### config.mk
export PLATFORM = sky130hd
export DESIGN_NAME = i2c_codec_responder_flat
export DESIGN_NICKNAME = d
export VERILOG_FILES = /design/src/rtl/i2c_codec_responder_if.sv /design/src/rtl/i2c_codec_responder.sv /design/src/flat_wrapper.sv
export SDC_FILE = /design/constraint.sdc
export NUM_CORES = 1
export LEC_CHECK = 0
export BUFFER_PORTS_ARGS = -buffer_cell sky130_fd_sc_hd__buf_2
export CAP_MARGIN = 20
export CORE_MARGIN = 1.5
export CORE_UTILIZATION = 55
export CTS_CLUSTER_DIAMETER = 80
export DETAILED_ROUTE_END_ITERATION = 7
export GPL_TIMING_DRIVEN = 0
export PLACE_DENSITY = 0.84
export SLEW_MARGIN = 20
export SYNTH_ARGS = -nofsm -noshare
export SYNTH_HDL_FRONTEND = slang
export SYNTH_SLANG_ARGS = --single-unit
### constraint.sdc
create_clock -name i_clk -period 2.45 [get_ports i_clk]
set_input_delay 0 -clock i_clk [delete_from_list [all_inputs] [get_ports i_clk]]
set_output_delay 0 -clock i_clk [all_outputs]
set_load 0.05 [all_outputs]
### src/rtl/i2c_codec_responder_if.sv
// i2c_codec_responder_if: I2C bus pins, write-report strobe and register-file read port
interface i2c_codec_responder_if;
  logic       i_scl;
  logic       i_sda;
  logic       o_sda_oen;
  logic       o_reg_valid;
  logic [6:0] o_reg_addr;
  logic [8:0] o_reg_data;
  logic       o_busy;
  logic [3:0] i_rd_addr;
  logic [8:0] o_rd_data;
  modport slave (
    input  i_scl, i_sda, i_rd_addr,
    output o_sda_oen, o_reg_valid, o_reg_addr, o_reg_data, o_busy, o_rd_data
  );
  modport master (
    output i_scl, i_sda, i_rd_addr,
    input  o_sda_oen, o_reg_valid, o_reg_addr, o_reg_data, o_busy, o_rd_data
  );
endinterface

### src/rtl/i2c_codec_responder.sv
// i2c_codec_responder: I2C write-only target modelling the WM8731 control port with a 9-bit register file
module i2c_codec_responder #(
  parameter logic [6:0] DEV_ADDR  = 7'h1A,
  parameter int         NUM_REGS  = 10,
  parameter logic [6:0] RESET_REG = 7'h0F
) (
  input logic i_clk,
  input logic i_rst_n,
  i2c_codec_responder_if.slave bus
);
  typedef enum logic [3:0] {IDLE, ADDR, ACK_A, BYTE1, ACK_1, BYTE2, ACK_2, DONE, IGNORE} state_e;
  state_e     state_q, state_d;
  logic [2:0] scl_q, sda_q;
  logic [3:0] cnt_q, cnt_d;
  logic [7:0] sr_q, sr_d, b1_q, b1_d;
  logic [6:0] reg_addr_q;
  logic [8:0] reg_data_q;
  logic       reg_valid_q;
  logic [8:0] regs_q [NUM_REGS];
  logic       scl_rise, scl_fall, start, stop, byte_done, commit;
  logic [6:0] c_addr;
  logic [8:0] c_data, rd_data;
  assign scl_rise  = scl_q[1] & ~scl_q[2];
  assign scl_fall  = ~scl_q[1] & scl_q[2];
  assign start     = scl_q[1] & scl_q[2] & ~sda_q[1] & sda_q[2];
  assign stop      = scl_q[1] & scl_q[2] & sda_q[1] & ~sda_q[2];
  assign byte_done = scl_fall && cnt_q == 4'd8;
  assign c_addr    = b1_q[7:1];
  assign c_data    = {b1_q[0], sr_q[6:0], sda_q[1]};
  always_comb begin
    state_d = state_q;
    cnt_d   = cnt_q;
    sr_d    = sr_q;
    b1_d    = b1_q;
    commit  = 1'b0;
    if (stop) state_d = IDLE;
    else if (start) begin
      state_d = ADDR;
      cnt_d   = '0;
    end else begin
      if (scl_rise && state_q inside {ADDR, BYTE1, BYTE2}) begin
        sr_d   = {sr_q[6:0], sda_q[1]};
        cnt_d  = (cnt_q == 4'd8) ? cnt_q : cnt_q + 4'd1;
        commit = state_q == BYTE2 && cnt_q == 4'd7;
      end
      case (state_q)
        ADDR:  if (byte_done) state_d = (sr_q == {DEV_ADDR, 1'b0}) ? ACK_A : IGNORE;
        BYTE1: if (byte_done) begin
          state_d = ACK_1;
          b1_d    = sr_q;
        end
        BYTE2: if (byte_done) state_d = ACK_2;
        ACK_A, ACK_1: if (scl_fall) begin
          state_d = (state_q == ACK_A) ? BYTE1 : BYTE2;
          cnt_d   = '0;
        end
        ACK_2: if (scl_fall) state_d = DONE;
        default: ;
      endcase
    end
  end
  // Synchronizers reset to the idle-bus level so reset never fabricates an edge
  always_ff @(posedge i_clk) begin
    if (!i_rst_n) begin
      scl_q       <= '1;
      sda_q       <= '1;
      state_q     <= IDLE;
      cnt_q       <= '0;
      sr_q        <= '0;
      b1_q        <= '0;
      reg_valid_q <= 1'b0;
      reg_addr_q  <= '0;
      reg_data_q  <= '0;
      for (int i = 0; i < NUM_REGS; i++) regs_q[i] <= '0;
    end else begin
      scl_q       <= {scl_q[1:0], bus.i_scl};
      sda_q       <= {sda_q[1:0], bus.i_sda};
      state_q     <= state_d;
      cnt_q       <= cnt_d;
      sr_q        <= sr_d;
      b1_q        <= b1_d;
      reg_valid_q <= commit;
      if (commit) begin
        reg_addr_q <= c_addr;
        reg_data_q <= c_data;
      end
      for (int i = 0; i < NUM_REGS; i++)
        if (commit && c_addr == RESET_REG) regs_q[i] <= '0;
        else if (commit && c_addr == 7'(i)) regs_q[i] <= c_data;
    end
  end
  always_comb begin
    rd_data = '0;
    for (int i = 0; i < NUM_REGS; i++)
      if (bus.i_rd_addr == 4'(i)) rd_data = regs_q[i];
  end
  assign bus.o_sda_oen   = state_q inside {ACK_A, ACK_1, ACK_2};
  assign bus.o_busy      = state_q != IDLE;
  assign bus.o_reg_valid = reg_valid_q;
  assign bus.o_reg_addr  = reg_addr_q;
  assign bus.o_reg_data  = reg_data_q;
  assign bus.o_rd_data   = rd_data;
endmodule
### src/flat_wrapper.sv
// flat-port wrapper written by rule: the top's interface ports become plain ports
module i2c_codec_responder_flat 
#(
  parameter logic [6:0] DEV_ADDR  = 7'h1A,
  parameter int         NUM_REGS  = 10,
  parameter logic [6:0] RESET_REG = 7'h0F
)
  (i_clk, i_rst_n, bus_i_scl, bus_i_sda, bus_i_rd_addr, bus_o_sda_oen, bus_o_reg_valid, bus_o_reg_addr, bus_o_reg_data, bus_o_busy, bus_o_rd_data);
  i2c_codec_responder_if bus_i ();
  input logic i_clk;
  input logic i_rst_n;
  input wire logic [$bits(bus_i.i_scl)-1:0] bus_i_scl;
  input wire logic [$bits(bus_i.i_sda)-1:0] bus_i_sda;
  input wire logic [$bits(bus_i.i_rd_addr)-1:0] bus_i_rd_addr;
  output wire logic [$bits(bus_i.o_sda_oen)-1:0] bus_o_sda_oen;
  output wire logic [$bits(bus_i.o_reg_valid)-1:0] bus_o_reg_valid;
  output wire logic [$bits(bus_i.o_reg_addr)-1:0] bus_o_reg_addr;
  output wire logic [$bits(bus_i.o_reg_data)-1:0] bus_o_reg_data;
  output wire logic [$bits(bus_i.o_busy)-1:0] bus_o_busy;
  output wire logic [$bits(bus_i.o_rd_data)-1:0] bus_o_rd_data;
  assign bus_i.i_scl = bus_i_scl;
  assign bus_i.i_sda = bus_i_sda;
  assign bus_i.i_rd_addr = bus_i_rd_addr;
  assign bus_o_sda_oen = bus_i.o_sda_oen;
  assign bus_o_reg_valid = bus_i.o_reg_valid;
  assign bus_o_reg_addr = bus_i.o_reg_addr;
  assign bus_o_reg_data = bus_i.o_reg_data;
  assign bus_o_busy = bus_i.o_busy;
  assign bus_o_rd_data = bus_i.o_rd_data;
  i2c_codec_responder #(.DEV_ADDR(DEV_ADDR), .NUM_REGS(NUM_REGS), .RESET_REG(RESET_REG)) u_core (.i_clk(i_clk), .i_rst_n(i_rst_n), .bus(bus_i));
endmodule
==> results of run 1 <==
logic make-up (layout without fill, tap and decap cells):
logic type	Yosys count	after routing	share of synthesized area (%)
AND/OR/NAND/NOR	234	234	22.3
buffers and inverters	48	118	3.27
flip-flops	137	137	55.3
XOR/XNOR	2	2	0.266
AO/OA/AOI/OAI	117	117	11.8
multiplexers	41	41	6.58
adder cells (fa/ha/maj)	2	2	0.380
state kept, by name, indices dropped and copies added (netlist names):
register                flops
u_core.bus.o_reg_data       9
u_core.cnt_q                4
u_core.bus.o_reg_addr       7
u_core.scl_q                3
u_core.sr_q                 8
u_core.state_q              4
u_core.b1_q                 8
u_core.regs_q              90
u_core.bus.o_reg_valid      1
u_core.sda_q                3
how the worst max path moves through the flow:
stage | startpoint | end | slack (ps)
finish | u_core.b1_q[1] | u_core.regs_q[0][76] | 70
global route | u_core.cnt_q[0] | u_core.regs_q[0][53] | 30
CTS | u_core.cnt_q[0] | u_core.regs_q[0][14] | 8
detailed placement | u_core.state_q[3] | u_core.regs_q[0][54] | -380
global placement | u_core.cnt_q[1] | u_core.regs_q[0][72] | -370
floorplan | u_core.state_q[3] | u_core.regs_q[0][63] | 90
timing repair:
item / in CTS / in global routing
buffers inserted: 0 / 3
pin swaps: 0 / 3
resized for setup: 10 / 8
hold buffers: 2 / 0
endpoints found under the setup margin: 63 / 71
endpoints found under the hold margin: 2 / 0
layout by cell type, fill, tap and decap left out, types with 11 or more instances in the layout:
cell and instances:
nand3b_1 11, nor2_1 35, dfxtp_1 47, o21ai_0 23, buf_2 46, nand3_1 11, clkbuf_16 17, a22o_1 17
clkbuf_1 24, nand2_1 43, a21oi_1 37, and2_1 63, mux2_2 18, nor3_1 11, edfxtp_1 90, mux2i_1 23
metal layers:
layer | part of all wire, % | wire length (µm) | up-vias | GRT usage, %
li1 | - | - | 2258 | -
met1 | 41 | 6680 | 2394 | 35.2
met2 | 48 | 7710 | 238 | 42.5
met3 | 7.4 | 1190 | 40 | 6.43
met4 | 3.3 | 539 | 0 | 12.8
met5 | 0 | 0 | - | 0
power groups by stage:
stage	clock (µW)	sequential, µW	combinational [µW]
floorplan	0	2600	253
global placement	0	2610	331
detailed placement	0	2610	342
CTS	2170	2560	350
global route	2280	2570	380
finish	2180	2560	357
through the flow:
step	std cells	utilization [%]	setup slack, ps	area [µm²]	hold WS (ps)
floorplan	581	-	88.9	6580	101
global placement	757	59.9	-366	6930	180
detailed placement	758	60.0	-383	6940	193
CTS	791	64.7	8.05	7480	8.35
global route	794	65.2	25.4	7540	25.4
finish	794	65.2	74.7	7540	31.0
area by class of cell:
type	instances	area, µm²
Fill cell	858	4020
Sequential cell	137	3640
Timing Repair Buffer	39	215
Clock buffer	20	437
Inverter	9	33.8
Clock inverter	11	58.8
Tap cell	143	179
Multi-Input combinational cell	396	2800
Buffer	39	181
tightest hold or removal path, delay by kind of cell:
family	cells	cell delay [ps]
buffers and inverters	2	320
AND/OR/NAND/NOR	1	90
==> results, run 1 <==
- The run finished, with violations left.
- The checks that failed: DRC.
- The cell area after synthesis is 0.00658 mm².
- The maximum fanout encountered on the critical timing path is 8.
- The worst path needs 2380 ps of the cycle, external delays included.
- The area inside the core boundary is 0.0116 mm².
- By count the netlist is led by 90 x edfxtp_1, 63 x and2_1, 47 x dfxtp_1, 43 x nand2_1, 37 x a21oi_1.
- The slew at the pin closest to its max-slew limit is 735 ps.
- The internal power of the cells totals 3910 µW.
- The slowest stage cell on the critical path is o41a_4.
- For this design, the sink count on the clock tree is 137.
- The DRC violation count after routing is 2.
- The synthesis-to-layout area growth is 14.6%.
- The die width is 112 µm.
- The most used flip-flop cell after synthesis is edfxtp_1.
- After technology mapping, the gate count stands at 581.
- The synthesized flop and latch total is 137.
- The first global-routing pass estimated 25800 µm of wire.
- The largest incremental delay on the critical path is 510 ps.
- The final weighted congestion in routability-driven placement is 0.960.
- For this design the static power due to leakage is 0.00278 µW.
- The Yosys step of the flow raised 0 warnings.
- Summed over all failing endpoints, the final setup total negative slack is 0 ps.
- The initial antenna violation count is 0.
- For this configuration, the core starts out at a cell density of 56.9%.
- Measured against its own limit, the worst slew margin works out to 51.0%.
- In the synthesized netlist the async set-or-reset flop fraction comes to 0%.
- The total of endpoints with negative setup slack in the final report is 0.
- The sequential share of the synthesized area is 55.3%.
- The die covers 0.0126 mm².
- The endpoint identified for the worst register-to-register timing path is u_core.regs_q[0][76].
- The number of hold violations in the final report is 0.
- The register share of total power is 50.3%.
- The repair_antennas step left the layout with diodes totalling 0.
- The clock network burns 42.7% of the power.
- The biggest area contributor in the post-synthesis netlist is edfxtp_1.
- Setup repair after global routing left no endpoint under its margin.
- The clock latency on the worst-skew pair is 420 ps.
- The net count of the finished layout is 649.
- The number of detailed-routing iterations run before antenna repair is 7.
- The mean instance size in the synthesized netlist is 11.3 µm².
- After detailed routing, the number of vias per cell comes to 6.21.
- The most used standard cell by instance count after synthesis is edfxtp_1.
- The die is 112 µm tall.
- The clock arrives with 6.23 ps of skew.
- Yosys mapped a number of flops with a built-in enable equal to 90.
- The startpoint type of the worst setup path is a flop.
- The launch point of the worst reg-to-reg path is u_core.b1_q[1].
- Entering global routing, the biggest net connects 17 pins.
- The H-tree was split into 4 levels.
- The path with the worst hold slack has its endpoint at u_core.scl_q[1].
- The routed length per instance is 20.3 µm.
- The number of buffers and inverters on the critical path is 1.
- The number of primary I/O pins is 36.
- After detailed routing, the total wire length is 16100 µm.
- The signal on the critical path passes through nor4b_2 > nand2_1 > o41a_4 > o21ai_1 > buf_4.
- The highest ir drop seen on vdd is 704 µV.
- The switching power is 1190 µW.
- The wire-length estimate of the detail-placed layout is 11000 µm.
- Grouping stages by cell kind, the critical path spends the most delay in compound AO/OA/AOI/OAI gates.
- The critical path capture point type is a flop.
- The number of buffers on the longest clock path is 2.
- The critical path runs through a total of 5 cells.
- The number of clock buffers added by TritonCTS is 17.
- The total congestion overflow after global routing is 0.
- Across all register-to-register paths, the minimum setup slack is 70 ps.
- The tightest min-delay check is of the input pin to flop type.
- For this run, the top clock speed supported by timing is 0.421 GHz.
- The number of buffers added on ports is 33.
- The number of nets in the synthesized netlist is 591.
- The count of antenna-violating nets left after detailed routing is 0.
- For the worst setup path, the data required time is 2570 ps.
- Summing internal, switching and leakage power gives 5100 µW.
- The worst hold path startpoint is i_rst_n.
- The initial detailed-routing violation count is 452.
- The number of cell rows is 39.
- The ratio of final minimum period to clock period is 97.0%.
- After clock tree synthesis, the clock-pin slew on the worst setup and hold paths is 50 ps.
- The number of cells on the worst reg-to-reg path is 5.
- The area share of the largest cell type after synthesis is 41.0%.
- The power per unit of standard cell area is 676 mW/mm².
- In the post-synthesis netlist, the biggest area contributors are edfxtp_1 41%, dfxtp_1 14%, and2_1 6.0%.
- For the worst setup path, the data arrival time is 2500 ps.
- The critical path class is flop to flop.
- The max-cap check violation count is 0.
- The global router's overall resource usage is 26.9%.
- Combinational logic burns 7.0% of the power.
- The tree is rooted in a clkbuf_16.
- The TritonCTS clock tree is yes.
- The number of global-route vias before repair was 4819.
- The number of max-slew violations in the final report is 0.
- The fraction of final layout cells sized beyond drive strength 1 is 19.4%.
- The count of unique library cells instantiated by Yosys is 67.
- The worst hold path was traced through 3 stages.
- The total via count after detailed routing is 4930.
- Of the total power, the share spent switching nets is 23.4%.
(Power assumes the default switching activity.)
==> run 2: changes to the inputs <==
Settings changed: CTS_CLUSTER_DIAMETER 80 to not set, HOLD_SLACK_MARGIN set to 0.08, TNS_END_PERCENT set to 1.
==> results, run 2 (same netlist as run 1, synthesis figures left out) <==
- The flow ran to the end, but the final reports show violations.
- The checks that failed: DRC.
- For this design, the slowest cell found on the critical path is o41a_2.
- The first global-routing pass estimated 25800 µm of wire.
- The hold-critical path depth is 1.
- The startpoint identified for the worst hold timing path is u_core.sda_q[0].
- The congestion estimate from routability-driven global placement came to 0.960.
- The pin count of the biggest net entering global routing is 17.
- The number of buffers and inverters on the critical path is 1.
- The DRC violation count after routing is 2.
- In this run the worst hold path is classified as flop to flop.
- Of the cells placed in the final design, the portion with a size suffix greater than 1 is 18.9%.
- In the final layout, the multi-input gates occupy 0.00278 mm².
- The tool flagged a number of max-cap violations equal to 0.
- The number of global-route vias before repair came to 4836.
- The number of buffers on the longest clock path is 2.
- The endpoint of the worst register-to-register path is u_core.regs_q[0][76].
- The total congestion overflow after global routing is 0.
- The placed cell count is 758.
- The initialized floorplan defines 39 standard-cell rows.
- The worst register-to-register path has a setup slack of 30 ps.
- Global routing used 26.9% of the available tracks.
- The most common library cell in the layout ignoring fill and taps is edfxtp_1.
- The power per unit of standard cell area is 679 mW/mm².
- Relative to the synthesized area, the layout overhead comes to 14.4%.
- In this run the count of I/O pins placed on the die edge is 36.
- In the final routed layout, each cell accounts on average for 20.2 µm.
- Post-CTS timing repair inserted 0 buffers for setup.
- The count of nets after finishing is 649.
- The detail route stage leaves a number of antenna-violating nets equal to 0.
- The post-DP HPWL is 11000 µm.
- The worst-case IR drop observed on VDD is 708 µV.
- Setup repair after global routing could not meet its margin everywhere.
- The number of buffers added on ports is 33.
- TritonCTS built the clock tree.
- The number of clock sinks seen by CTS is 137.
- The total of endpoints with negative setup slack in the final report is 0.
- In this run the clock root is driven by a clkbuf_16.
- The final layout contains routed wiring with a total length of 16100 µm.
- The worst setup path is captured at a flop.
- The leakage power figure is 0.00277 µW.
- In this run the worst path has a maximum fanout of 8.
- The flip-flop count of the largest register, all copies and words added is 90.
- Cells fill 65.1% of the core in the end.
- The overall die area is 0.0126 mm².
- The total of fill cells in the finished design is 861.
- For this block, the via count after detailed routing is 4943.
- The register bank with the most flops is u_core.regs_q.
- The routed design could run at a clock period as short as 2420 ps.
- The clock arrives with 8.95 ps of skew.
- The via density per instance is 6.23.
- The launch point of the worst reg-to-reg path is u_core.b1_q[5].
- The starting utilization of the core area is 56.9%.
- The number of detailed-routing iterations run before antenna repair is 8.
- The headroom to the max-slew limit is 50.4%.
- The critical path class is flop to flop.
- The number of hold violations in the final report is 0.
- The initial antenna violation count is 0.
- The total chip power is 5120 µW.
- The timing-limited maximum frequency is 0.413 GHz.
- The worst min-delay path endpoint is u_core.sda_q[1].
- The critical path goes through nor4b_2 > nand2_1 > o41a_2 > o21ai_1 > buf_4.
- On the worst path, the slowest cell contributes a delay of 580 ps.
- The largest delay contributor family on the critical path is compound AO/OA/AOI/OAI gates.
- At the pin with the least slew margin, the transition time is 743 ps.
- The number of max-slew violations in the final report came to 0.
- The maximum level of the CTS H-tree is 4.
- In the layout the commonest cells are 90 x edfxtp_1, 63 x and2_1, 47 x dfxtp_1.
- At the worst endpoint, the required time is 2570 ps.
- The critical path arrival is 2540 ps.
- The chip height is 112 µm.
- The repair_antennas step left the layout with diodes totalling 0.
- The initial detailed-routing violation count is 470.
- The clock latency on the worst-skew pair is 420 ps.
- The startpoint type of the worst setup path is a flop.
- The final cell count without fillers is 794.
- The die width is 112 µm.
- The total area of sequential cells is 0.00364 mm².
- The clock transition at the registers of the reported paths is 60 ps.
- The number of buffers inserted during clock tree synthesis is 17.
- Measured in cells, the most critical reg-to-reg path has a length of 5.
- The area inside the core boundary is 0.0116 mm².
- Of the available clock period, the critical path in the final layout requires 98.9%.
[run 2: cell types whose count changed in the layout (fill, tap and decap cells not counted), sizes merged]
cell / delta
dlygate4sd3: +3
buf: -3
[run 2: layout make-up]
cell class | count | area share, %
Buffer | 39 | 2.41
Clock buffer | 20 | 5.80
Clock inverter | 11 | 0.781
Inverter | 9 | 0.448
Multi-Input combinational cell | 396 | 36.9
Sequential cell | 137 | 48.4
Tap cell | 143 | 2.38
Timing Repair Buffer | 39 | 2.96
[run 2: worst max path at each step]
| stage | start | to | slack [ps] | cells after the start |
|---|---|---|---|---|
| after detailed placement | u_core.state_q[3] | u_core.regs_q[0][54] | -380 | 5 |
| after global routing | u_core.b1_q[5] | u_core.regs_q[0][8] | -10 | 4 |
| after global placement | u_core.cnt_q[1] | u_core.regs_q[0][72] | -370 | 4 |
| final | u_core.b1_q[5] | u_core.regs_q[0][76] | 30 | 5 |
| after floorplan | u_core.state_q[3] | u_core.regs_q[0][63] | 90 | 5 |
| after CTS | u_core.cnt_q[0] | u_core.regs_q[0][14] | 8 | 5 |
[run 2: power by group]
part | internal [µW] | switching [µW]
clock | 1260 | 933
combinational | 113 | 246
sequential | 2540 | 27.8
total | 3910 | 1210
[run 2: what timing repair did]
action / 4_1_cts / 5_1_grt
hold buffers: 5 / 0
pin swaps: 0 / 1
resized for setup: 10 / 6
setup endpoints to repair: 63 / 71
endpoints found under the hold margin: 5 / 0
cloned: 0 / 0
[run 2: through the flow]
step / instance area (µm²) / hold slack (ps) / TNS (ps) / setup WS [ps]
2_1_floorplan: 6580 / 101 / 0 / 88.9
3_3_place_gp: 6930 / 180 / -12230 / -366
3_5_place_dp: 6940 / 193 / -10590 / -383
4_1_cts: 7510 / 404 / 0 / 8.05
5_1_grt: 7530 / 424 / -69.0 / -10.2
6_report: 7530 / 407 / 0 / 27.4
[run 2: layer usage]
metal  track usage [%]  routed length [µm]  part of all wire (%)
met1              35.2                6630                    41
met2              42.6                7580                    47
met3              6.43                1210                   7.5
met4              12.8                 652                   4.1
met5                 0                   0                     0
